===== config.mk =====
export PLATFORM = sky130hd
export DESIGN_NAME = srg_iterative_alu_flat
export DESIGN_NICKNAME = d
export VERILOG_FILES = /design/src/rtl/srg_iterative_alu_if.sv /design/src/rtl/srg_iterative_alu.sv /design/src/flat_wrapper.sv
export SDC_FILE = /design/constraint.sdc
export NUM_CORES = 1
export LEC_CHECK = 0
export ABC_AREA = 1
export CAP_MARGIN = 20
export CORE_MARGIN = 3
export CORE_UTILIZATION = 45
export DETAILED_ROUTE_END_ITERATION = 10
export GPL_TIMING_DRIVEN = 1
export SLEW_MARGIN = 10
export SYNTH_ARGS = -nofsm -noshare
export SYNTH_HDL_FRONTEND = slang
export SYNTH_SLANG_ARGS = --single-unit

===== constraint.sdc =====
create_clock -name Clock -period 5.5 [get_ports Clock]
set_input_delay 0.55 -clock Clock [delete_from_list [all_inputs] [get_ports Clock]]
set_output_delay 0.55 -clock Clock [all_outputs]
set_load 0.02 [all_outputs]

===== src/rtl/srg_iterative_alu_if.sv =====
`default_nettype none
// ============================================================================
// Module  : srg_iterative_alu_if
// Brief   : Start/Ready/Done request and result bundle for srg_iterative_alu.
// Revision: 1.0 - initial release
// ============================================================================
interface srg_iterative_alu_if #(
  parameter int WIDTH = 32
);
  logic             Start;
  logic [2:0]       OperationSelect;
  logic [WIDTH-1:0] A;
  logic [WIDTH-1:0] B;
  logic             Ready;
  logic             Done;
  logic [WIDTH-1:0] Result;
  logic [WIDTH-1:0] ResultHi;
  logic             Overflow;
  logic             Zero;

  modport master (
    output Start, OperationSelect, A, B,
    input  Ready, Done, Result, ResultHi, Overflow, Zero
  );

  modport slave (
    input  Start, OperationSelect, A, B,
    output Ready, Done, Result, ResultHi, Overflow, Zero
  );
endinterface
`default_nettype wire


===== src/rtl/srg_iterative_alu.sv =====
`default_nettype none
// ============================================================================
// Module  : srg_iterative_alu
// Brief   : Clocked ALU; single-cycle logic/arith ops, iterative MULTU/DIVU.
// Revision: 1.0 - initial release
// ============================================================================
module srg_iterative_alu #(
  parameter int WIDTH = 32
) (
  input  logic                 Clock,
  input  logic                 Resetn,
  srg_iterative_alu_if.slave   bus
);
  localparam int CNT_W = $clog2(WIDTH + 1);
  localparam logic [2:0] c_op_and  = 3'b000;
  localparam logic [2:0] c_op_or   = 3'b001;
  localparam logic [2:0] c_op_add  = 3'b010;
  localparam logic [2:0] c_op_mult = 3'b011;
  localparam logic [2:0] c_op_div  = 3'b100;
  localparam logic [2:0] c_op_sub  = 3'b110;
  localparam logic [2:0] c_op_slt  = 3'b111;
  localparam logic [CNT_W-1:0] c_last = CNT_W'(WIDTH - 1);

  typedef enum logic [0:0] {S_IDLE = 1'b0, S_RUN = 1'b1} state_t;

  state_t             r_state, w_state_next;
  logic [CNT_W-1:0]   r_cnt;
  logic [WIDTH-1:0]   r_hi, r_lo, r_b;
  logic               r_is_div, r_divz;
  logic               r_done, r_ovf, r_zero;
  logic [WIDTH-1:0]   r_result, r_result_hi;

  logic               w_ready, w_single, w_load_long, w_last;
  logic               w_is_sub, w_add_ovf;
  logic [WIDTH-1:0]   w_bop, w_sum, w_res;
  logic               w_ovf;
  logic [WIDTH:0]     w_mul_sum, w_div_shift;
  logic               w_div_ge;
  logic [WIDTH-1:0]   w_iter_hi, w_iter_lo;

  always_ff @(posedge Clock) begin
    if (!Resetn) r_state <= S_IDLE;
    else         r_state <= w_state_next;
  end

  always_comb begin
    w_state_next = r_state;
    w_ready      = 1'b0;
    w_single     = 1'b0;
    w_load_long  = 1'b0;
    w_last       = 1'b0;
    case (r_state)
      S_IDLE: begin
        w_ready = 1'b1;
        if (bus.Start) begin
          if (bus.OperationSelect == c_op_mult || bus.OperationSelect == c_op_div) begin
            w_load_long  = 1'b1;
            w_state_next = S_RUN;
          end else begin
            w_single = 1'b1;
          end
        end
      end
      S_RUN: begin
        if (r_cnt == c_last) begin
          w_last       = 1'b1;
          w_state_next = S_IDLE;
        end
      end
      default: w_state_next = S_IDLE;
    endcase
  end

  // SUB and SLT share the adder as A + ~B + 1; SLT corrects the sign with overflow
  always_comb begin
    w_is_sub  = bus.OperationSelect[2] & bus.OperationSelect[1];
    w_bop     = w_is_sub ? ~bus.B : bus.B;
    w_sum     = bus.A + w_bop + {{(WIDTH-1){1'b0}}, w_is_sub};
    w_add_ovf = (bus.A[WIDTH-1] == w_bop[WIDTH-1]) && (w_sum[WIDTH-1] != bus.A[WIDTH-1]);
    w_res     = '0;
    w_ovf     = 1'b0;
    case (bus.OperationSelect)
      c_op_and: w_res = bus.A & bus.B;
      c_op_or:  w_res = bus.A | bus.B;
      c_op_add, c_op_sub: begin
        w_res = w_sum;
        w_ovf = w_add_ovf;
      end
      c_op_slt: w_res = {{(WIDTH-1){1'b0}}, w_sum[WIDTH-1] ^ w_add_ovf};
      default:  w_res = '0;
    endcase
  end

  // One iteration: shift-add multiply on {hi,lo}, or restoring divide with
  // remainder in hi and quotient shifting into lo. Divide by zero naturally
  // yields an all-ones quotient and the dividend as remainder.
  always_comb begin
    w_mul_sum   = {1'b0, r_hi} + (r_lo[0] ? {1'b0, r_b} : '0);
    w_div_shift = {r_hi, r_lo[WIDTH-1]};
    w_div_ge    = w_div_shift >= {1'b0, r_b};
    if (r_is_div) begin
      w_iter_hi = w_div_ge ? (w_div_shift[WIDTH-1:0] - r_b) : w_div_shift[WIDTH-1:0];
      w_iter_lo = {r_lo[WIDTH-2:0], w_div_ge};
    end else begin
      w_iter_hi = w_mul_sum[WIDTH:1];
      w_iter_lo = {w_mul_sum[0], r_lo[WIDTH-1:1]};
    end
  end

  always_ff @(posedge Clock) begin
    if (!Resetn) begin
      r_cnt       <= '0;
      r_hi        <= '0;
      r_lo        <= '0;
      r_b         <= '0;
      r_is_div    <= 1'b0;
      r_divz      <= 1'b0;
      r_done      <= 1'b0;
      r_result    <= '0;
      r_result_hi <= '0;
      r_ovf       <= 1'b0;
      r_zero      <= 1'b1;
    end else begin
      r_done <= w_single | w_last;
      if (w_single) begin
        r_result    <= w_res;
        r_result_hi <= '0;
        r_ovf       <= w_ovf;
        r_zero      <= (w_res == '0);
      end
      if (w_load_long) begin
        r_hi     <= '0;
        r_lo     <= bus.A;
        r_b      <= bus.B;
        r_is_div <= (bus.OperationSelect == c_op_div);
        r_divz   <= (bus.B == '0);
        r_cnt    <= '0;
      end else if (r_state == S_RUN) begin
        r_hi  <= w_iter_hi;
        r_lo  <= w_iter_lo;
        r_cnt <= r_cnt + CNT_W'(1);
      end
      if (w_last) begin
        r_result    <= w_iter_lo;
        r_result_hi <= w_iter_hi;
        r_ovf       <= r_is_div & r_divz;
        r_zero      <= (w_iter_lo == '0);
      end
    end
  end

  assign bus.Ready    = w_ready;
  assign bus.Done     = r_done;
  assign bus.Result   = r_result;
  assign bus.ResultHi = r_result_hi;
  assign bus.Overflow = r_ovf;
  assign bus.Zero     = r_zero;
endmodule
`default_nettype wire


===== src/flat_wrapper.sv =====
// flat-port wrapper written by rule: the top's interface ports become plain ports
module srg_iterative_alu_flat 
#(
  parameter int WIDTH = 32
)
  (Clock, Resetn, bus_Start, bus_OperationSelect, bus_A, bus_B, bus_Ready, bus_Done, bus_Result, bus_ResultHi, bus_Overflow, bus_Zero);
  srg_iterative_alu_if #(.WIDTH(WIDTH)) bus_i ();
  input  logic Clock;
  input  logic Resetn;
  input wire logic [$bits(bus_i.Start)-1:0] bus_Start;
  input wire logic [$bits(bus_i.OperationSelect)-1:0] bus_OperationSelect;
  input wire logic [$bits(bus_i.A)-1:0] bus_A;
  input wire logic [$bits(bus_i.B)-1:0] bus_B;
  output wire logic [$bits(bus_i.Ready)-1:0] bus_Ready;
  output wire logic [$bits(bus_i.Done)-1:0] bus_Done;
  output wire logic [$bits(bus_i.Result)-1:0] bus_Result;
  output wire logic [$bits(bus_i.ResultHi)-1:0] bus_ResultHi;
  output wire logic [$bits(bus_i.Overflow)-1:0] bus_Overflow;
  output wire logic [$bits(bus_i.Zero)-1:0] bus_Zero;
  assign bus_i.Start = bus_Start;
  assign bus_i.OperationSelect = bus_OperationSelect;
  assign bus_i.A = bus_A;
  assign bus_i.B = bus_B;
  assign bus_Ready = bus_i.Ready;
  assign bus_Done = bus_i.Done;
  assign bus_Result = bus_i.Result;
  assign bus_ResultHi = bus_i.ResultHi;
  assign bus_Overflow = bus_i.Overflow;
  assign bus_Zero = bus_i.Zero;
  srg_iterative_alu #(.WIDTH(WIDTH)) u_core (.Clock(Clock), .Resetn(Resetn), .bus(bus_i));
endmodule

==> reports/metrics.csv <==
stage,metric,value,unit
global_route,initial antenna violation count,2,
route,post-route DRC violation count,0,
global_route,first-pass GRT wire length,98700,um
critical_path,Worst Path Required,5.90,ns
route,TritonRoute pass-1 iters,7,
power_and_ir_drop,Net Sw Frac,0.430,
min_path,hold crit path type,flip-flop to flip-flop,
critical_path,worst path arrival time,4.23,ns
critical_path,"most used cell, CP",nand2_1,
route,first-iteration detailed-routing DRC count,1708,
floorplan,Die ar.,36300,um2
power_and_ir_drop,Comb power frac,0.401,
global_route,global route overflow,0,
power_and_ir_drop,Int Power,0.00256,W
critical_path,Crit Path Max Fanout,20,
cells_and_area,# fillers,3416,
floorplan,Core Footprint,33000,um2
synth,"EDFF count, synth",0,
synth,post-synthesis instance total,2600,
synth,Seq cells post-synth,172,
route,drt wl/cell,20.8,um
power_and_ir_drop,maximum vdd drop,0.227,mV
power_and_ir_drop,power share of the sequential group,0.308,
cells_and_area,ant diodes,0,
global_route,largest net degree at the start of global routing,60,
sta,Layout Skew,0.0218,ns
job,max_cap viols,0,
synth,Synth Warn #,0,
sta,crit path time final,3.83,ns
power_and_ir_drop,leakage power,8.37,nW
sta,final hold violation count,0,
power_and_ir_drop,Final Power,0.00449,W
cts,clk_lat worst skew,0.47,ns
cts,clock buffer depth,2,
synth,Synth async-reset ratio,0,
synth,cell type with the largest total area after synthesis,dfxtp_1,
cells_and_area,share of cells above drive strength 1,0.0445,
sta,Pins Over Slew Limit,0,
sta,Fmax,0.261,GHz
critical_path,worst setup path startpoint,bus_OperationSelect[2],
synth,top cell type's share of synthesized area,0.224,
synth,Syn Area/Cell,5.90,um2
sta,Final period util,0.696,
cts,Post-CTS Setup Bufs,0,
cts,CTS tree,done,
place,hpwl dp,52000,um
sta,RSZ-0062 raised after global routing,false,
synth,synth cell count leaders,"nand2_1, inv_1, nor2_1, a21oi_1, dfxtp_1",
place,GPL Wtd Cong,1.05,
cts,Clock Pin Slew Worst Setup and Hold Paths,0.07,ns
critical_path,Setup CP Type,input pin to flip-flop,
floorplan,Die Width,191,um
floorplan,Initial Util,0.464,
critical_path,worst reg2reg path startpoint,u_core.r_lo[0]$_SDFFE_PN0P_,
route,Routed Antenna Nets,0,
route,via count,18100,
synth,largest cells by area after synthesis,"dfxtp_1, nand2_1, inv_1, ha_1, a21oi_1",
power_and_ir_drop,Cell Pwr Density,254,nW/um2
synth,Yosys cell types,50,
synth,"Seq/Total Area, Yosys",0.224,
sta,setup total negative slack,0,ns
critical_path,crit-path max cell delay,0.60,ns
critical_path,Worst Setup End Kind,flip-flop,
floorplan,Die Height,191,um
cts,clock sinks,172,
floorplan,# rows,66,
sta,Rel. slew slack,0.306,
route,final wirelength,65400,um
cts,TritonCTS Buffers,17,
power_and_ir_drop,Switch Pwr,0.00193,W
cts,hold buffer count at cts,0,
route,Vias/cell,5.76,
global_route,vias in the first global route,17100,
power_and_ir_drop,Clock Power Share,0.291,
run_status,run status,completed,
cts,PostCTS Resize Cnt,0,
synth,Synth Net Count,2771,
place,PortBufs,137,
synth,dominant synthesized flop cell,dfxtp_1,
synth,"count leader, synth",nand2_1,
sta,worst slew pin tran,1.04,ns
cells_and_area,fin nets,2856,
critical_path,type of origin of the critical path,input pin,
sta,hold_ws,0.464,ns
cts,clock root cell,clkbuf_16,
sta,# setup viols final,0,
synth,Synth Cell Area,15300,um2
critical_path,"Max stage delay cell, worst path",clkdlybuf4s50_1,
min_path,Hold Startpoint,u_core.bus.ResultHi[30]$_SDFFE_PN0P_,
cells_and_area,Layout area overhead,15.3,%
floorplan,top-level port count,138,
global_route,Total GRT Usage,0.355,
cts,htree depth,4,
-- layer usage --
layer / GRT usage / vias up / part of all wire
met3: 0.0564 / 227 / 0.079
met4: 0.222 / 4 / 0.070
met5: 0 / - / 0.00046
met2: 0.588 / 935 / 0.46
met1: 0.430 / 8294 / 0.40
li1: - / 8634 / -
-- metrics by stage --
step	instance area [um2]	setup WS [ns]	utilization	instances
after CTS	17700	1.81	0.536	3140
after global routing	17700	1.44	0.536	3140
final	17700	1.67	0.536	3140
after global placement	17100	1.34	0.517	3108
after floorplan	15300	2.34	-	2600
after detailed placement	17100	1.35	0.517	3108
-- power by group through the flow --
stage          clock network [W]  logic [W]  registers, W
3_5_place_dp                   0    0.00175       0.00141
5_1_grt                  0.00137    0.00197       0.00139
3_3_place_gp                   0    0.00174       0.00141
6_report                 0.00131    0.00180       0.00138
2_1_floorplan                  0    0.00121       0.00139
4_1_cts                  0.00132    0.00176       0.00138
-- flip-flops by register name (all words and copies together), names as in the netlist --
| register | cells |
|---|---|
| u_core.r_b | 32 |
| u_core.bus.Zero | 1 |
| u_core.r_cnt | 6 |
| u_core.bus.Done | 1 |
| u_core.bus.Overflow | 1 |
| u_core.r_is_div | 1 |
| u_core.bus.Result | 32 |
| u_core.r_divz | 1 |
| u_core.r_hi | 32 |
| u_core.bus.ResultHi | 32 |
| u_core.r_lo | 32 |
| u_core.r_state | 1 |
-- worst max-delay path: cells and delay by family --
kind / cells / cell delay, ns
and+or+nand+nor: 20 / 2.14
buffers and inverters: 3 / 0.94
xor gates and xnor gates: 1 / 0.19
adders and majority gates: 1 / 0.39
-- cells in the final DEF, fill, tap and decap left out, types with 18 or more instances in the layout --
master             n
o21ai_1           33
nand2_1          734
a31oi_1           57
xor2_1            30
xnor2_1           29
a21oi_1          222
dfxtp_1          170
o21ai_0          144
inv_1            361
nand3_1          161
clkdlybuf4s50_1  136
nor2_1           242
buf_4             24
nor3_1            21
or2_2             24
ha_1              98
o21bai_1          18
nand4_1           28
-- final timing paths --
| kind | cells past startpoint | end | slack (ns) |
|---|---|---|---|
| setup / recovery | 25 | u_core.bus.Zero$_SDFFE_PN1P_ | 1.67 |
| setup reg to reg | 16 | u_core.bus.ResultHi[19]$_SDFFE_PN0P_ | 1.76 |
| hold reg to reg | 2 | u_core.bus.ResultHi[30]$_SDFFE_PN0P_ | 0.46 |
| hold / removal | 2 | u_core.bus.ResultHi[30]$_SDFFE_PN0P_ | 0.46 |
-- kinds of logic after synthesis --
kind of cell | Yosys count | share of synthesized area
flip-flops | 172 | 0.224
multiplexers | 2 | 0.00130
XOR/XNOR | 59 | 0.0337
adder cells (fa/ha/maj) | 105 | 0.0864
buffers and inverters | 460 | 0.116
AND/OR/NAND/NOR | 1263 | 0.343
AO/OA/AOI/OAI | 539 | 0.195
-- area by class of cell --
type | instances | area (um2) | area share
Multi-Input combinational cell | 1968 | 10100 | 0.574
Clock buffer | 18 | 439 | 0.0248
Clock inverter | 14 | 189 | 0.0107
Inverter | 365 | 1370 | 0.0774
Sequential cell | 172 | 3450 | 0.195
Tap cell | 442 | 553 | 0.0313
Timing Repair Buffer | 161 | 1550 | 0.0874
(Power assumes the default switching activity.)
